--- src/rtl/freq_counter.sv ---
// Gated frequency counter: synchronises sigIn, counts its rising edges over a
// fixed gate window in saturating 4-digit BCD, and latches the result per window.
module freq_counter #(
  parameter int GATE_CYCLES = 50_000_000,
  parameter int GATE_W      = 26
) (
  input  logic        clk,
  input  logic        rst_n,
  input  logic        sigIn,
  output logic [15:0] bcdOut,
  output logic        overRange,
  output logic        dataValid
);

  typedef enum logic [1:0] {
    ST_GATE  = 2'd0,
    ST_LATCH = 2'd1,
    ST_CLEAR = 2'd2
  } state_t;

  localparam logic [GATE_W-1:0] GATE_LAST = GATE_W'(GATE_CYCLES - 1);

  logic              r_s1;
  logic              r_s2;
  logic              r_s3;
  logic              w_rise;
  state_t            r_state;
  logic [GATE_W-1:0] r_gate_cnt;
  logic [15:0]       r_bcd;
  logic              r_ovf;

  // Ripple-carry BCD increment; the caller guarantees the input is below 9999.
  function automatic logic [15:0] bcd_inc(input logic [15:0] v);
    logic [15:0] res;
    logic        carry;
    res   = v;
    carry = 1'b1;
    for (int i = 0; i < 4; i++) begin
      if (carry) begin
        if (v[i*4 +: 4] == 4'd9) begin
          res[i*4 +: 4] = 4'd0;
          carry         = 1'b1;
        end else begin
          res[i*4 +: 4] = v[i*4 +: 4] + 4'd1;
          carry         = 1'b0;
        end
      end else begin
        res[i*4 +: 4] = v[i*4 +: 4];
      end
    end
    return res;
  endfunction

  assign w_rise = r_s2 & ~r_s3;

  // Three-flop synchroniser; only r_s1 may go metastable, r_s3 is the edge-detect delay.
  always_ff @(posedge clk or negedge rst_n) begin
    if (!rst_n) begin
      r_s1 <= 1'b0;
      r_s2 <= 1'b0;
      r_s3 <= 1'b0;
    end else begin
      r_s1 <= sigIn;
      r_s2 <= r_s1;
      r_s3 <= r_s2;
    end
  end

  // Gate/latch/clear sequencer with the BCD accumulator and registered outputs.
  always_ff @(posedge clk or negedge rst_n) begin
    if (!rst_n) begin
      r_state    <= ST_GATE;
      r_gate_cnt <= '0;
      r_bcd      <= 16'h0000;
      r_ovf      <= 1'b0;
      bcdOut     <= 16'h0000;
      overRange  <= 1'b0;
      dataValid  <= 1'b0;
    end else begin
      dataValid <= 1'b0;
      case (r_state)
        ST_GATE: begin
          // Saturate at 9999 instead of wrapping; the flag stays set until CLEAR.
          if (w_rise) begin
            if (r_bcd == 16'h9999) begin
              r_ovf <= 1'b1;
            end else begin
              r_bcd <= bcd_inc(r_bcd);
            end
          end
          if (r_gate_cnt == GATE_LAST) begin
            r_state <= ST_LATCH;
          end else begin
            r_gate_cnt <= r_gate_cnt + GATE_W'(1);
          end
        end
        ST_LATCH: begin
          bcdOut    <= r_bcd;
          overRange <= r_ovf;
          dataValid <= 1'b1;
          r_state   <= ST_CLEAR;
        end
        ST_CLEAR: begin
          r_bcd      <= 16'h0000;
          r_ovf      <= 1'b0;
          r_gate_cnt <= '0;
          r_state    <= ST_GATE;
        end
        default: begin
          r_bcd      <= 16'h0000;
          r_ovf      <= 1'b0;
          r_gate_cnt <= '0;
          r_state    <= ST_GATE;
        end
      endcase
    end
  end

endmodule

--- config.mk ---
export PLATFORM = sky130hd
export DESIGN_NAME = freq_counter
export DESIGN_NICKNAME = d
export VERILOG_FILES = /design/src/rtl/freq_counter.sv
export SDC_FILE = /design/constraint.sdc
export NUM_CORES = 1
export LEC_CHECK = 0
export CORE_UTILIZATION = 30
export DETAILED_ROUTE_END_ITERATION = 8
export DONT_BUFFER_PORTS = 1
export HOLD_SLACK_MARGIN = 0.02
export PLACE_DENSITY = 0.52
export SYNTH_ARGS = -nofsm -noshare
export SYNTH_HDL_FRONTEND = slang
export SYNTH_SLANG_ARGS = --single-unit
--- constraint.sdc ---
create_clock -name clk -period 1.9 [get_ports clk]
set_input_delay 0.285 -clock clk [delete_from_list [all_inputs] [get_ports clk]]
set_output_delay 0.285 -clock clk [all_outputs]
set_load 0.03 [all_outputs]
-- Word level (Yosys, flattened, before mapping)
Index checks and enable logic that the tools add are counted.
- flip-flop bits (word level): 66
- latch bits: 0
- memory bits (writable): 0
- bits in read-only memories: 0
- input port bits: 3
- output and inout port bits: 18
- word-level logic and storage cells: 75
- memories: 0
- add/subtract/negate cells: 5
- multipliers: 0
- divide/modulo/power cells: 0
- magnitude comparators: 0
- equality and inequality tests: 15
- shift operators: 0
- multiplexer cells: 32
- bitwise logic cells: 3
- reduce and logical (&&, ||, !) cells: 7
- operator list (kind ; number):
    $pmux 26 s2 ; 1
    $mux 16 ; 2
    $pmux 16 s2 ; 1
    $mux 4 ; 7
    $add 26x1->26 const B ; 1
    $eq 26x26->1 const B ; 1
    $mux 26 ; 1
    $mux 1 ; 17
    $add 4x1->4 const B ; 4
    $eq 16x16->1 const B ; 1
    $eq 4x4->1 const B ; 4
    $ne 2x2->1 const B ; 8
    $reduce_and 4->1 ; 3
    $reduce_and 3->1 ; 2
    $pmux 2 s2 ; 1
    $eq 2x1->1 const B ; 1
    $logic_not 2->1 ; 1
    $mux 2 ; 1
    $not 1->1 ; 2
    $pmux 1 s2 ; 1
    $reduce_and 2->1 ; 1
    $and 1x1->1 ; 1

-- Longest topological paths before layout
- depth after elaboration: 17
- depth in mapped cells: 7
- depth with buffers taken out: 7

-- Worst setup path after synthesis
Ideal clock, no wire load.
- kind: reg2reg
- start point: register r_bcd[1]
- end point: register r_bcd[14]
- library setup time: 0.078 ns
- data arrival time: 1.846 ns
- required time: 1.822 ns
- setup slack: -0.024 ns
- stages on the path, launching flop included: 8
- path buffers: 0
- period minus slack after synthesis: 1.924 ns
- path through: dfrtp_1 > inv_1 > ha_1 > and3b_1 > nand4_2 > or2_4 > or4b_1 > a21oi_1
- cells in the longest elaborated chain, start to end: 15
- elaborated cells on any way between the ends: 17
- those cells by class: 4 x eq/ne; 12 x mux; 1 x reduce/logical
- ends and longest elaborated chain (what ; RTL line ; RTL):
    start, declared ; 29 ; logic [15:0] r_bcd;
    start signal, assigned ; 88 ; r_bcd <= bcd_inc(r_bcd);
    $eq 4x4->1 ; 40 ; if (v[i*4 +: 4] == 4'd9) begin
    $mux 1 ; 40 ;
    $mux 1 ; 85 ; if (r_bcd == 16'h9999) begin
    $mux 1 ; 84 ; if (w_rise) begin
    $mux 1 ; 81 ; case (r_state)
    $mux 1 ; 39 ; if (carry) begin
    $mux 1 ; 85 ;
    $mux 1 ; 84 ;
    $mux 1 ; 81 ;
    $mux 1 ; 39 ;
    $mux 1 ; 85 ;
    $mux 1 ; 84 ;
    $mux 1 ; 81 ;
    $ne 2x2->1 (no source line) ; - ;
    $reduce_and 4->1 (no source line) (*) ; - ;
Mark *: on every way between the ends. The rest lies on a longest branch, timed or not. The select of a mux whose other input is x is not followed.
A chain may end at the register's enable or synchronous reset.

-- Worst setup path after layout
- start point: register r_bcd[9]
- end point: register r_bcd[14]
- cells in the longest elaborated chain, start to end: 8
- elaborated cells on any way between the ends: 10
- those cells by class: 4 x eq/ne; 5 x mux; 1 x reduce/logical
- ends and longest elaborated chain (what ; RTL line):
    $eq 4x4->1 ; 40
    $mux 1 ; 40
    $mux 1 ; 39
    $mux 1 ; 85
    $mux 1 ; 84
    $mux 1 ; 81
    $ne 2x2->1 (no source line) ; -
    $reduce_and 4->1 (no source line) (*) ; -
Marks and branches as above.

==> qor.txt <==
Yosys top cell area share: 0.508
Outcome: finished, final reports clean
Die Wd: 106 um
Async SR Flop Fraction: 1.00
Clk buf depth: 2
Core area: 10400 sq um
Slew headroom: 0.724
Count leader, synth: dfrtp_1
Clock sinks: 66
Max-Cap Viols: 0
Crit path DAT: 2150 ps
Final worst path period share: 0.988
CP endpoint kind: flip-flop
Ratio of cells with drive above 1 in the final layout: 0.242
Cell count after synthesis: 335
Post-Route WL: 7.00 mm
Ys flop type: dfrtp_1
Worst path depth: 7
Crit path kind: reg -> reg
Pwr Total: 2.94 mW
Via count of the routed design: 2553
Crit-path slowest cell: or4b_1
CP Launch Type: flip-flop
Final hold violations: 0
Final min period: 1880 ps
Die Y-Extent: 106 um
Vias/cell: 4.83
Detailed-router iteration count before antenna repair: 4
LEAKAGE: 1.90 nW
Clock latency on the worst-skew pair: 340 ps
CTS H-tree lvls: 3
RSZ-0062 raised after global routing: true
TritonCTS clock tree: yes
Synth cell types: 54
Peak supply drop: 0.000291 V
DP Cell Count: 507
Initial core utilization: 0.312
Final setup fails: 0
FMAX: 0.533 GHz
Residual DRC: 0
CTS buffer count: 9
Root Driver: clkbuf_8
First-pass GRT wire length: 11.9 mm
Dpl cell area: 3730 sq um
Number of global-route vias before repair: 2578
Largest area contributor in the netlist: dfrtp_1
Worst Tran Pin Value: 414 ps
Worst stage delay on the critical path: 460 ps
Final std cells w/o fill: 529
PwrDens: 724 nW/um^2
Full die area: 11300 sq um
Final Max Slew Viols: 0
CP max FO: 5
YS warnings: 0
Area growth from synthesis to layout: 25.3%
CP delay by family, top: simple AND/OR/NAND/NOR gates
Initial DRC count: 90
GRT overflow: 0
Tot GR Track Use: 0.136
HP Class: reg -> reg
R2R cell count: 7
Seq/Total Area, Yosys: 0.508
Synthesized area: 3250 sq um
Dpl hpwl: 4.88 mm
Synth top cells by count: dfrtp_1 (66), nand2_1 (63), nor2_1 (34), nand4_1 (14), xnor2_1 (11)
Crit-path cells: inv_1 > ha_1 > and3b_2 > nand4_4 > or2_4 > or4b_1 > a21oi_1
IO Pins: 21
Initial antenna violation count: 0
Final hold slack: 368 ps
Clock skew: 11.3 ps
Final ANT Viol Nets: 0
Antenna cells: 0
Drt wl/cell: 13.2 um
Hold path cells: 0
Mapped Avg Cell Area: 9.70 sq um
Fin Setup TNS: 0 ps
Syn nets: 347
Ranking of synthesized cells by area: dfrtp_1 (51%), nand2_1 (7.3%), nor2_1 (3.9%)
Synth Register Bits: 66
# rows: 37
Crit path required time: 2170 ps
I/O Buffers: 0
Largest net degree at the start of global routing: 67
GPL Wtd Cong: 0.775
Final instance area: 4070 sq um
Net count reported at finish: 400
Worst-path clk slew: 80 ps
Post-synth EDFFs: 0
Crit path buf inv count: 1
==> where the power goes <==
group          switching (mW)  internal [mW]  total [mW]
logic                   0.149          0.162       0.311
registers              0.0356           1.45        1.49
clock network           0.542          0.602        1.14
==> per-stage QoR <==
step	setup WS, ps	util
after floorplan	24.9	-
after global placement	-67.4	0.358
after detailed placement	-210	0.358
after CTS	13.7	0.382
after global routing	-60.5	0.391
final	22.6	0.391
==> layout make-up <==
type                    instances  area [sq um]
clock buffers                  11           131
clock inverters                 5          55.1
fillers                      1058          6350
inverters                      10          37.5
multi-input cells             249          1610
flip-flops and latches         66          1650
well taps                     136           170
repair buffers                 52           415
==> path summary, 6_finish.rpt <==
kind                                   to  slack, ps     start
setup / recovery                r_bcd[14]         20  r_bcd[9]
hold / removal                       r_s2        370      r_s1
setup reg to reg                r_bcd[14]         20  r_bcd[9]
hold reg to reg                      r_s2        370      r_s1
max in group asynchronous  r_gate_cnt[19]       1150     rst_n
min in group asynchronous        r_bcd[6]        470     rst_n
==> cell families after synthesis <==
group	share of synthesized area
AOI/OAI and AO/OA	0.0843
xor gates and xnor gates	0.0539
adders and majority gates	0.0347
buffers and inverters	0.0254
DFF	0.508
muxes	0.0100
and+or+nand+nor	0.283
==> registers in the layout, indices dropped and copies added (netlist names) <==
name,cells
bcdOut,16
dataValid,1
overRange,1
r_bcd,16
r_gate_cnt,26
r_ovf,1
r_s1,1
r_s2,1
r_s3,1
r_state,2
==> placed cells by master, fill, tap and decap left out, drive strengths merged, types with 2 or more instances in the layout <==
master,instances
nor2b,3
and3b,4
a31oi,2
o31ai,4
a21o,2
mux2,2
clkinvlp,2
inv,10
nor3,9
clkinv,2
a211oi,2
nor2,35
nand3b,3
ha,9
xor2,9
or4,4
nand2,63
o41ai,2
nor4,6
a21oi,11
xnor2,11
nand3,11
or3,4
nand4,15
or4b,2
and4,3
nor3b,3
o21ai,9
clkbuf,11
a2111oi,2
and3,2
buf,50
dfrtp,66
dlygate4sd3,2
or2,4
nand2b,3
==> worst register-to-register path, stage by stage, from the launching register on <==
cell     delay, ps
dfrtp_1        380
inv_1           70
ha_1           130
and3b_2        240
nand4_4        120
or2_4          260
or4b_1         460
a21oi_1        150
==> routing by layer <==
layer  share of wire  GRT usage  up-vias
li1                -          -     1272
met1            0.48      0.165     1241
met2            0.48      0.227       32
met3           0.030     0.0435        8
met4           0.012     0.0437        0
met5               0          0        -
==> repair_timing <==
action	in CTS	in global routing
pin swaps	1	2
resized for setup	4	13
hold endpoints to repair	67	0
cloned	0	0
setup buffers	0	3
endpoints found under the setup margin	5	12
hold buffers	3	0
No activity file was read; power rests on OpenSTA's default activity.
